`src/rtl/ptc_axi2mfb.sv`:
```
// ptc_axi2mfb: receive-side converter from the PCIe hard-IP AXI4-Stream
// completion (RC) interface to the PTC MFB bus. Each AXI word carries at most
// one frame (no straddling); SOF comes from frame tracking, EOF and its item
// position from TLAST and the highest set TKEEP bit.
// A 2-entry output buffer gives one cycle of latency and a registered RC_READY.
// Optional build macro PTC_AXI2MFB_KEEP_CHECK_EN adds a sticky TKEEP error flag;
// without it KEEP_ERR is tied low.
module ptc_axi2mfb #(
  parameter int MFB_REGIONS      = 2,
  parameter int MFB_REGION_SIZE  = 1,
  parameter int MFB_BLOCK_SIZE   = 8,
  parameter int MFB_ITEM_WIDTH   = 32,  // only 32 is meaningful: one item per TKEEP bit
  parameter int AXI_RCUSER_WIDTH = 161,
  localparam int ITEMS = MFB_REGION_SIZE * MFB_BLOCK_SIZE,
  localparam int DW    = MFB_REGIONS * ITEMS * MFB_ITEM_WIDTH,
  localparam int KW    = DW / 32,
  localparam int EPW   = (ITEMS > 1) ? $clog2(ITEMS) : 1,
  localparam int SPW   = (MFB_REGION_SIZE > 1) ? $clog2(MFB_REGION_SIZE) : 1
) (
  input  logic                            CLK,
  input  logic                            RST_N,
  input  logic [DW-1:0]                   RC_DATA,
  input  logic [AXI_RCUSER_WIDTH-1:0]     RC_USER,
  input  logic                            RC_LAST,
  input  logic [KW-1:0]                   RC_KEEP,
  input  logic                            RC_VALID,
  output logic                            RC_READY,
  output logic [DW-1:0]                   TX_MFB_DATA,
  output logic [AXI_RCUSER_WIDTH-1:0]     TX_MFB_META,
  output logic [MFB_REGIONS-1:0]          TX_MFB_SOF,
  output logic [MFB_REGIONS-1:0]          TX_MFB_EOF,
  output logic [MFB_REGIONS*SPW-1:0]      TX_MFB_SOF_POS,
  output logic [MFB_REGIONS*EPW-1:0]      TX_MFB_EOF_POS,
  output logic                            TX_MFB_SRC_RDY,
  input  logic                            TX_MFB_DST_RDY,
  output logic                            KEEP_ERR
);

  localparam int HW = (KW > 1) ? $clog2(KW) : 1;

  typedef enum logic {IDLE = 1'b0, IN_FRAME = 1'b1} state_t;

  state_t                        state_q, state_d;
  logic                          rc_ready_q, rc_ready_d;
  logic [1:0]                    cnt_q, cnt_d;
  logic                          wr_ptr_q, rd_ptr_q;
  logic                          push, pop, src_rdy;

  logic [DW-1:0]                 data_q   [2];
  logic [AXI_RCUSER_WIDTH-1:0]   meta_q   [2];
  logic [MFB_REGIONS-1:0]        sof_q    [2];
  logic [MFB_REGIONS-1:0]        eof_q    [2];
  logic [MFB_REGIONS*EPW-1:0]    eofpos_q [2];

  logic [HW-1:0]                 hi;
  logic [MFB_REGIONS-1:0]        sof_in, eof_in;
  logic [MFB_REGIONS*EPW-1:0]    eofpos_in;

  assign src_rdy = (cnt_q != 2'd0);
  assign push    = RC_VALID & rc_ready_q;
  assign pop     = src_rdy & TX_MFB_DST_RDY;

  // Beat decode: SOF from frame state, EOF region/item from the last valid dword
  always_comb begin
    hi        = '0;
    sof_in    = '0;
    eof_in    = '0;
    eofpos_in = '0;
    // an empty TKEEP on a LAST beat falls through as dword 0
    for (int i = 0; i < KW; i++) begin
      if (RC_KEEP[i]) hi = HW'(i);
    end
    if (state_q == IDLE) sof_in[0] = 1'b1;
    if (RC_LAST) begin
      for (int r = 0; r < MFB_REGIONS; r++) begin
        if (int'(hi) / ITEMS == r) begin
          eof_in[r]               = 1'b1;
          eofpos_in[r*EPW +: EPW] = EPW'(int'(hi) % ITEMS);
        end
      end
    end
  end

  // Frame tracking next state: a non-LAST beat opens a frame, a LAST beat closes it
  always_comb begin
    state_d = state_q;
    case (state_q)
      IDLE:     if (push && !RC_LAST) state_d = IN_FRAME;
      IN_FRAME: if (push &&  RC_LAST) state_d = IDLE;
      default:  state_d = IDLE;
    endcase
  end

  // Buffer occupancy; ready is registered, so it looks at the post-update fill level
  always_comb begin
    cnt_d = cnt_q;
    case ({push, pop})
      2'b10:   cnt_d = cnt_q + 2'd1;
      2'b01:   cnt_d = cnt_q - 2'd1;
      default: cnt_d = cnt_q;
    endcase
    rc_ready_d = (cnt_d <= 2'd1);
  end

  // Control registers: frame state, pointers, fill level, ready
  always_ff @(posedge CLK or negedge RST_N) begin
    if (!RST_N) begin
      state_q    <= IDLE;
      cnt_q      <= 2'd0;
      wr_ptr_q   <= 1'b0;
      rd_ptr_q   <= 1'b0;
      rc_ready_q <= 1'b0;
    end else begin
      state_q    <= state_d;
      cnt_q      <= cnt_d;
      rc_ready_q <= rc_ready_d;
      if (push) wr_ptr_q <= ~wr_ptr_q;
      if (pop)  rd_ptr_q <= ~rd_ptr_q;
    end
  end

  // Buffer storage; cleared on reset so the TX bus reads zero during reset
  always_ff @(posedge CLK or negedge RST_N) begin
    if (!RST_N) begin
      for (int e = 0; e < 2; e++) begin
        data_q[e]   <= '0;
        meta_q[e]   <= '0;
        sof_q[e]    <= '0;
        eof_q[e]    <= '0;
        eofpos_q[e] <= '0;
      end
    end else if (push) begin
      data_q[wr_ptr_q]   <= RC_DATA;
      meta_q[wr_ptr_q]   <= RC_USER;
      sof_q[wr_ptr_q]    <= sof_in;
      eof_q[wr_ptr_q]    <= eof_in;
      eofpos_q[wr_ptr_q] <= eofpos_in;
    end
  end

  assign RC_READY       = rc_ready_q;
  assign TX_MFB_SRC_RDY = src_rdy;
  assign TX_MFB_DATA    = data_q[rd_ptr_q];
  assign TX_MFB_META    = meta_q[rd_ptr_q];
  assign TX_MFB_SOF     = sof_q[rd_ptr_q];
  assign TX_MFB_EOF     = eof_q[rd_ptr_q];
  assign TX_MFB_EOF_POS = eofpos_q[rd_ptr_q];
  assign TX_MFB_SOF_POS = '0;

`ifdef PTC_AXI2MFB_KEEP_CHECK_EN
  logic keep_bad;
  logic keep_err_q;

  // Illegal TKEEP: LAST beat empty or with a gap, or a non-LAST beat not full
  always_comb begin
    if (RC_LAST) keep_bad = (RC_KEEP == '0) || ((RC_KEEP & (RC_KEEP + KW'(1))) != '0);
    else         keep_bad = (RC_KEEP != '1);
  end

  // Sticky error flag, cleared only by reset
  always_ff @(posedge CLK or negedge RST_N) begin
    if (!RST_N) keep_err_q <= 1'b0;
    else if (push && keep_bad) keep_err_q <= 1'b1;
  end

  assign KEEP_ERR = keep_err_q;
`else
  assign KEEP_ERR = 1'b0;
`endif

endmodule

```
`config.mk`:
```
export PLATFORM = sky130hd
export DESIGN_NAME = ptc_axi2mfb
export DESIGN_NICKNAME = d
export VERILOG_FILES = /design/src/rtl/ptc_axi2mfb.sv
export SDC_FILE = /design/constraint.sdc
export NUM_CORES = 2
export LEC_CHECK = 0
export BUFFER_PORTS_ARGS = -buffer_cell sky130_fd_sc_hd__buf_2
export CORE_AREA = 2 2 535 537
export CTS_BUF_LIST = sky130_fd_sc_hd__clkbuf_16
export CTS_CLUSTER_SIZE = 25
export DETAILED_ROUTE_END_ITERATION = 10
export DIE_AREA = 0 0 537 539
export PLACE_DENSITY_LB_ADDON = 0.2
export SYNTH_ARGS = -nofsm -noshare
export SYNTH_HDL_FRONTEND = slang
export SYNTH_SLANG_ARGS = --single-unit
```
`constraint.sdc`:
```
create_clock -name CLK -period 2.1 [get_ports CLK]
set_input_delay 0.105 -clock CLK [delete_from_list [all_inputs] [get_ports CLK]]
set_output_delay 0.105 -clock CLK [all_outputs]
set_load 0.02 [all_outputs]
```
Yosys cells after proc, flatten, opt, wreduce, memory -nomap -nowiden --
Cells that the tools add are included.
Word-level totals: register bits after elaboration 1372, word-level logic and storage cells 90, input bits 694
Cells by class: order comparisons 4, reduce and logical (&&, ||, !) cells 6, bitwise operators 7, muxes and demuxes 54, add/sub/neg operators 2, eq/ne operators 2
Operator list (number):
- 512-bit 2-to-1 mux | 4
- 1024-bit bitwise mux | 1
- 161-bit 2-to-1 mux | 4
- 512-bit demux with 1-bit select | 1
- 322-bit bitwise mux | 1
- 161-bit demux with 1-bit select | 1
- 4-bit 2-to-1 mux | 12
- 32-bit logical NOT | 1
- 6-bit 2-to-1 mux | 5
- 2-bit 2-to-1 mux | 10
- 12-bit bitwise mux | 1
- 4-bit bitwise mux | 2
- 6-bit demux with 1-bit select | 1
- 1-bit 2-to-1 mux | 6
- 3-bit 2-to-1 mux | 2
- 2-bit greater-or-equal comparator (second input constant) | 2
- 1-bit NOT with 2-bit output | 2
- 2-bit one-hot mux with 2 select lines | 1
- 1-bit logical AND | 3
- 1-bit NOT | 3
- 2-bit by 1-bit adder with 2-bit output (second input constant) | 1
- 1-bit bitwise AND | 2
- 2-bit demux with 1-bit select | 1
- 2-bit by 1-bit equality test with 1-bit output (second input constant) | 1
- other kinds (7) | 7

Longest topological paths before layout --
word-level depth 19, mapped depth 7

Least setup slack after synthesis --
Ideal clock, no wire load.
path kind register to register, start point register rc_ready_q, in the netlist RC_READY, end point register data_q[1000] in the netlist's numbering, slack 0.436 ns, clock period less this slack 1.664 ns, stages on the path, launching flop included 7, required time 1.975 ns, data arrival time 1.539 ns, path buffers 3, cell sequence dfrtp_1 nand2_2 or2_1 buf_2 buf_6 buf_6 mux2_4
Between the ends: cells in the longest elaborated chain, start to end 1
RTL lines:
- from (decl) | RTL line 44 | logic rc_ready_q, rc_ready_d;
- from (signal assigned) | RTL line 116 | rc_ready_q <= rc_ready_d;
- 1-bit bitwise AND | RTL line 60 | assign push = RC_VALID & rc_ready_q;
- to (signal, indexed assignment) | RTL line 126 | data_q[e] <= '0;
- to (signal, indexed assignment) | RTL line 133 | data_q[wr_ptr_q] <= RC_DATA;
- to (decl) | RTL line 49 | logic [DW-1:0] data_q [2];
Every way passes these cells. A chain may end at the register's enable or synchronous reset.

Worst setup path in the final report --
start point register rd_ptr_q, end point output TX_MFB_DATA[191]
Between the ends: cells in the longest elaborated chain, start to end 4
RTL lines:
- from (decl) | RTL line 46 | logic wr_ptr_q, rd_ptr_q;
- from (signal assigned) | RTL line 118 | if (pop) rd_ptr_q <= ~rd_ptr_q;
- 1-bit NOT with 2-bit output (implied by the code) | RTL line 143 | assign TX_MFB_DATA = data_q[rd_ptr_q];
- 512-bit 2-to-1 mux (implied by the code) (3 in a row) | RTL line 143
- to (decl) | RTL line 28 | output logic [DW-1:0] TX_MFB_DATA,
Every way passes these cells. The select of a mux whose other input is x is not followed.

==> results_dict.tcl <==
set metrics [dict create \
    status "finished with violations" \
    violations "setup timing" \
    core_sq_mm 0.284 \
    slew_violations 0 \
    grt_overflow 0 \
    vias_per_cell 4.05 \
    dp_hpwl_um 156000 \
    drc 0 \
    dr.first_iter.drc_count 1350 \
    leakage_nw 43.0 \
    fin_crit_sh_pct 123 \
    power.switching_mw 59.6 \
    max_cap_viol_count 0 \
    crit_chain "buf_16, buf_16, buf_12, mux2_2, buf_2" \
    worst_slack_ns -0.490 \
    io_buffers 1376 \
    antenna_found_initial 76 \
    reg2reg_from "RC_READY$_DFF_PN0_" \
    synth_top_area_share_pct 55.6 \
    routabilityCongestion 0.799 \
    crit_type "flip-flop to output port" \
    setup_viol 684 \
    via_count 40800 \
    synth.cell_area_sq_mm 0.0616 \
    grt_setup_unrepaired "true" \
    num_io_pins 1382 \
    hold_start "RC_USER[27]" \
    ys_seq_area_share_pct 55.6 \
    arrival_ns 2.49 \
    clockBufferDepth 4 \
    cp-startpoint "rd_ptr_q$_DFFE_PN0P_" \
    clkTransAtPathRegs_ns 0.06 \
    synth_area_leaders "dfrtp_1 (56%), mux2_2 (25%), mux2_4 (16%), buf_6 (1.4%), buf_2 (1.1%)" \
    p_clk_share_pct 17.6 \
    start_util_pct 21.7 \
    avgSynthCellArea_sq_um 16.6 \
    clockRootBuffer "clkbuf_16" \
    critPathMaxStageDelay_ns 0.47 \
    end_kind "output port" \
    max_slew_margin_pct 52.6 \
    power_frac_comb_pct 53.2 \
    period_minus_slack_ns 2.59 \
    min_path_type "input pin to flip-flop" \
    postRouteAntennaNets 0 \
    dpl.cell_count 8778 \
    synthArstFlopShare_pct 100 \
    fin_cells 10100 \
    grt_use_total_pct 14.6 \
    cts_buffers 172 \
    sw_frac_of_total_pct 37.3 \
    row_count 196 \
    grt_pass1_wl_um 318000 \
    cp_slowest_cell "dfrtp_4" \
    start_kind "flip-flop" \
    synth_cells 3710 \
    p_seq_share_pct 29.3 \
    fin_nets 6829 \
    ys_warn_count 0 \
    synth-seq-cells 1370 \
    cellPowerDensity_mw_per_mm2 1750 \
    cts.sinks 1370 \
    drive_gt1_share_pct 61.5 \
    hold_ws_ns 0.0845 \
    htree_levels 4 \
    yosysTopAreaCell "dfrtp_1" \
    clk_latency_ns 0.81 \
    tightest_slew_ns 0.711 \
    die_width_um 537 \
    cp_max_fo 11 \
    synth.distinct_cells 32 \
    clock.fmax_mhz 386 \
    cp_common_cell "buf_16" \
    skew_ns 0.0296 \
    dieArea_sq_mm 0.289 \
    grt_pass1_vias 45300 \
    synth_edf_count 0 \
    critPathRequiredTime_ns 2.00 \
    cts_tree "built" \
    grt_max_degree 119 \
    ys.flop_type "dfrtp_1" \
    ir_worst_vdd_mv 1.02 \
    dr.pass1.iters 4 \
    routed_wl_um 222000 \
    p_int_mw 100 \
    post_drt_wl_per_cell_um 22.0 \
    die_y_um 539 \
    hold_viol 0 \
    area_growth_pct 48.0 \
]
## power by group through the flow
| stage | clock network, mW | logic [mW] | registers (mW) |
|---|---|---|---|
| final | 28.0 | 84.9 | 46.7 |
| after global routing | 30.3 | 89.3 | 48.4 |
| after CTS | 29.1 | 80.8 | 46.5 |
| after detailed placement | 0 | 74.4 | 46.7 |
| after global placement | 0 | 74.1 | 46.1 |
| after floorplan | 0 | 51.0 | 44.6 |
## cells in the final DEF, fill, tap and decap left out, drive strengths merged, types with 2 or more instances in the layout
cell type | synthesis | routed
clkinvlp | 0 | 3
nor2 | 6 | 6
xnor2 | 3 | 3
nor4 | 2 | 2
or2 | 2 | 2
clkinv | 0 | 62
dlygate4sd3 | 0 | 880
inv | 2 | 52
clkbuf | 18 | 200
mux2 | 2028 | 2028
a21o | 2 | 2
bufinv | 0 | 7
nand2 | 24 | 24
o31ai | 5 | 5
diode | 0 | 58
buf | 215 | 1574
conb | 1 | 4
nand2b | 3 | 3
or3 | 2 | 2
o21ai | 17 | 17
nand3 | 2 | 2
dfrtp | 1370 | 1370
## Yosys cell counts, drive strengths merged, types with 3 or more instances
master,instances
o31ai,5
clkbuf,18
nand2b,3
o21ai,17
mux2,2028
xnor2,3
dfrtp,1370
nor2,6
buf,215
nand2,24
## cell type report
type	instances	area [sq um]
Multi-Input combinational cell	2108	26300
Tap cell	3762	4710
Sequential cell	1370	34300
Clock buffer	175	4380
Antenna cell	58	145
Inverter	2	7.51
Fill cell	28400	193000
Timing Repair Buffer	2480	20600
Clock inverter	122	823
## critical path: cells and delay by family (launching register included)
kind                   cells  cell delay [ns]
buffers and inverters      4             0.74
flip-flops                 1             0.47
multiplexers               1             0.39
## layer usage
metal | wire (um) | vias to the layer above | GRT usage, %
met3 | 17400 | 304 | 5.00
met4 | 4990 | 50 | 3.48
met2 | 107000 | 1131 | 24.9
met5 | 331 | - | 0
met1 | 92000 | 21000 | 17.4
li1 | - | 18300 | -
## timing repair
item / CTS / global route
gates resized for setup: 275 / 443
buffers inserted: 18 / 9
endpoints found under the setup margin: 682 / 684
hold buffers: 881 / 0
gates cloned: 14 / 28
endpoints found under the hold margin: 2723 / 0
## sequential cells by signal (all words and copies together), names as in the netlist, named ones only
signal,cells
RC_READY,1
data_q,1024
wr_ptr_q,1
meta_q,322
cnt_q,2
rd_ptr_q,1
eof_q,4
sof_q,2
eofpos_q,12
## cells by family (layout without fill, tap and decap cells)
group                      Yosys count  in the layout  synth area share [%]
muxes                             2028           2028                  41.1
DFF                               1370           1370                  55.6
buffers and inverters              235           2779                  2.63
and+or+nand+nor                     45             45                 0.337
AOI/OAI and AO/OA                   26             26                 0.254
xor gates and xnor gates             4              4                0.0568
adders and majority gates            1              1                0.0203
other                                1             62               0.00608
## path summary, 6_finish.rpt
path	endpoint	slack, ns	cells past startpoint
max	TX_MFB_DATA[191]	-0.49	5
min in group asynchronous	data_q[529]$_DFFE_PN0P_	0.55	4
max in group asynchronous	data_q[460]$_DFFE_PN0P_	0.63	6
min	meta_q[188]$_DFFE_PN0P_	0.08	3
min reg2reg	eofpos_q[11]$_DFFE_PN0P_	0.48	2
max reg2reg	data_q[736]$_DFFE_PN0P_	0.20	5
## stage by stage
stage	TNS, ns	power, mW	setup slack, ns	utilization, %	instance area [sq um]
finish	-270.69	160	-0.490	32.1	91200
global route	-350.17	168	-0.592	32.1	91200
CTS	-379.73	156	-0.654	31.4	89200
detailed placement	0	121	0.191	25.9	73600
global placement	0	120	0.207	25.9	73600
floorplan	0	95.6	0.436	-	61600
(Power assumes the default switching activity.)
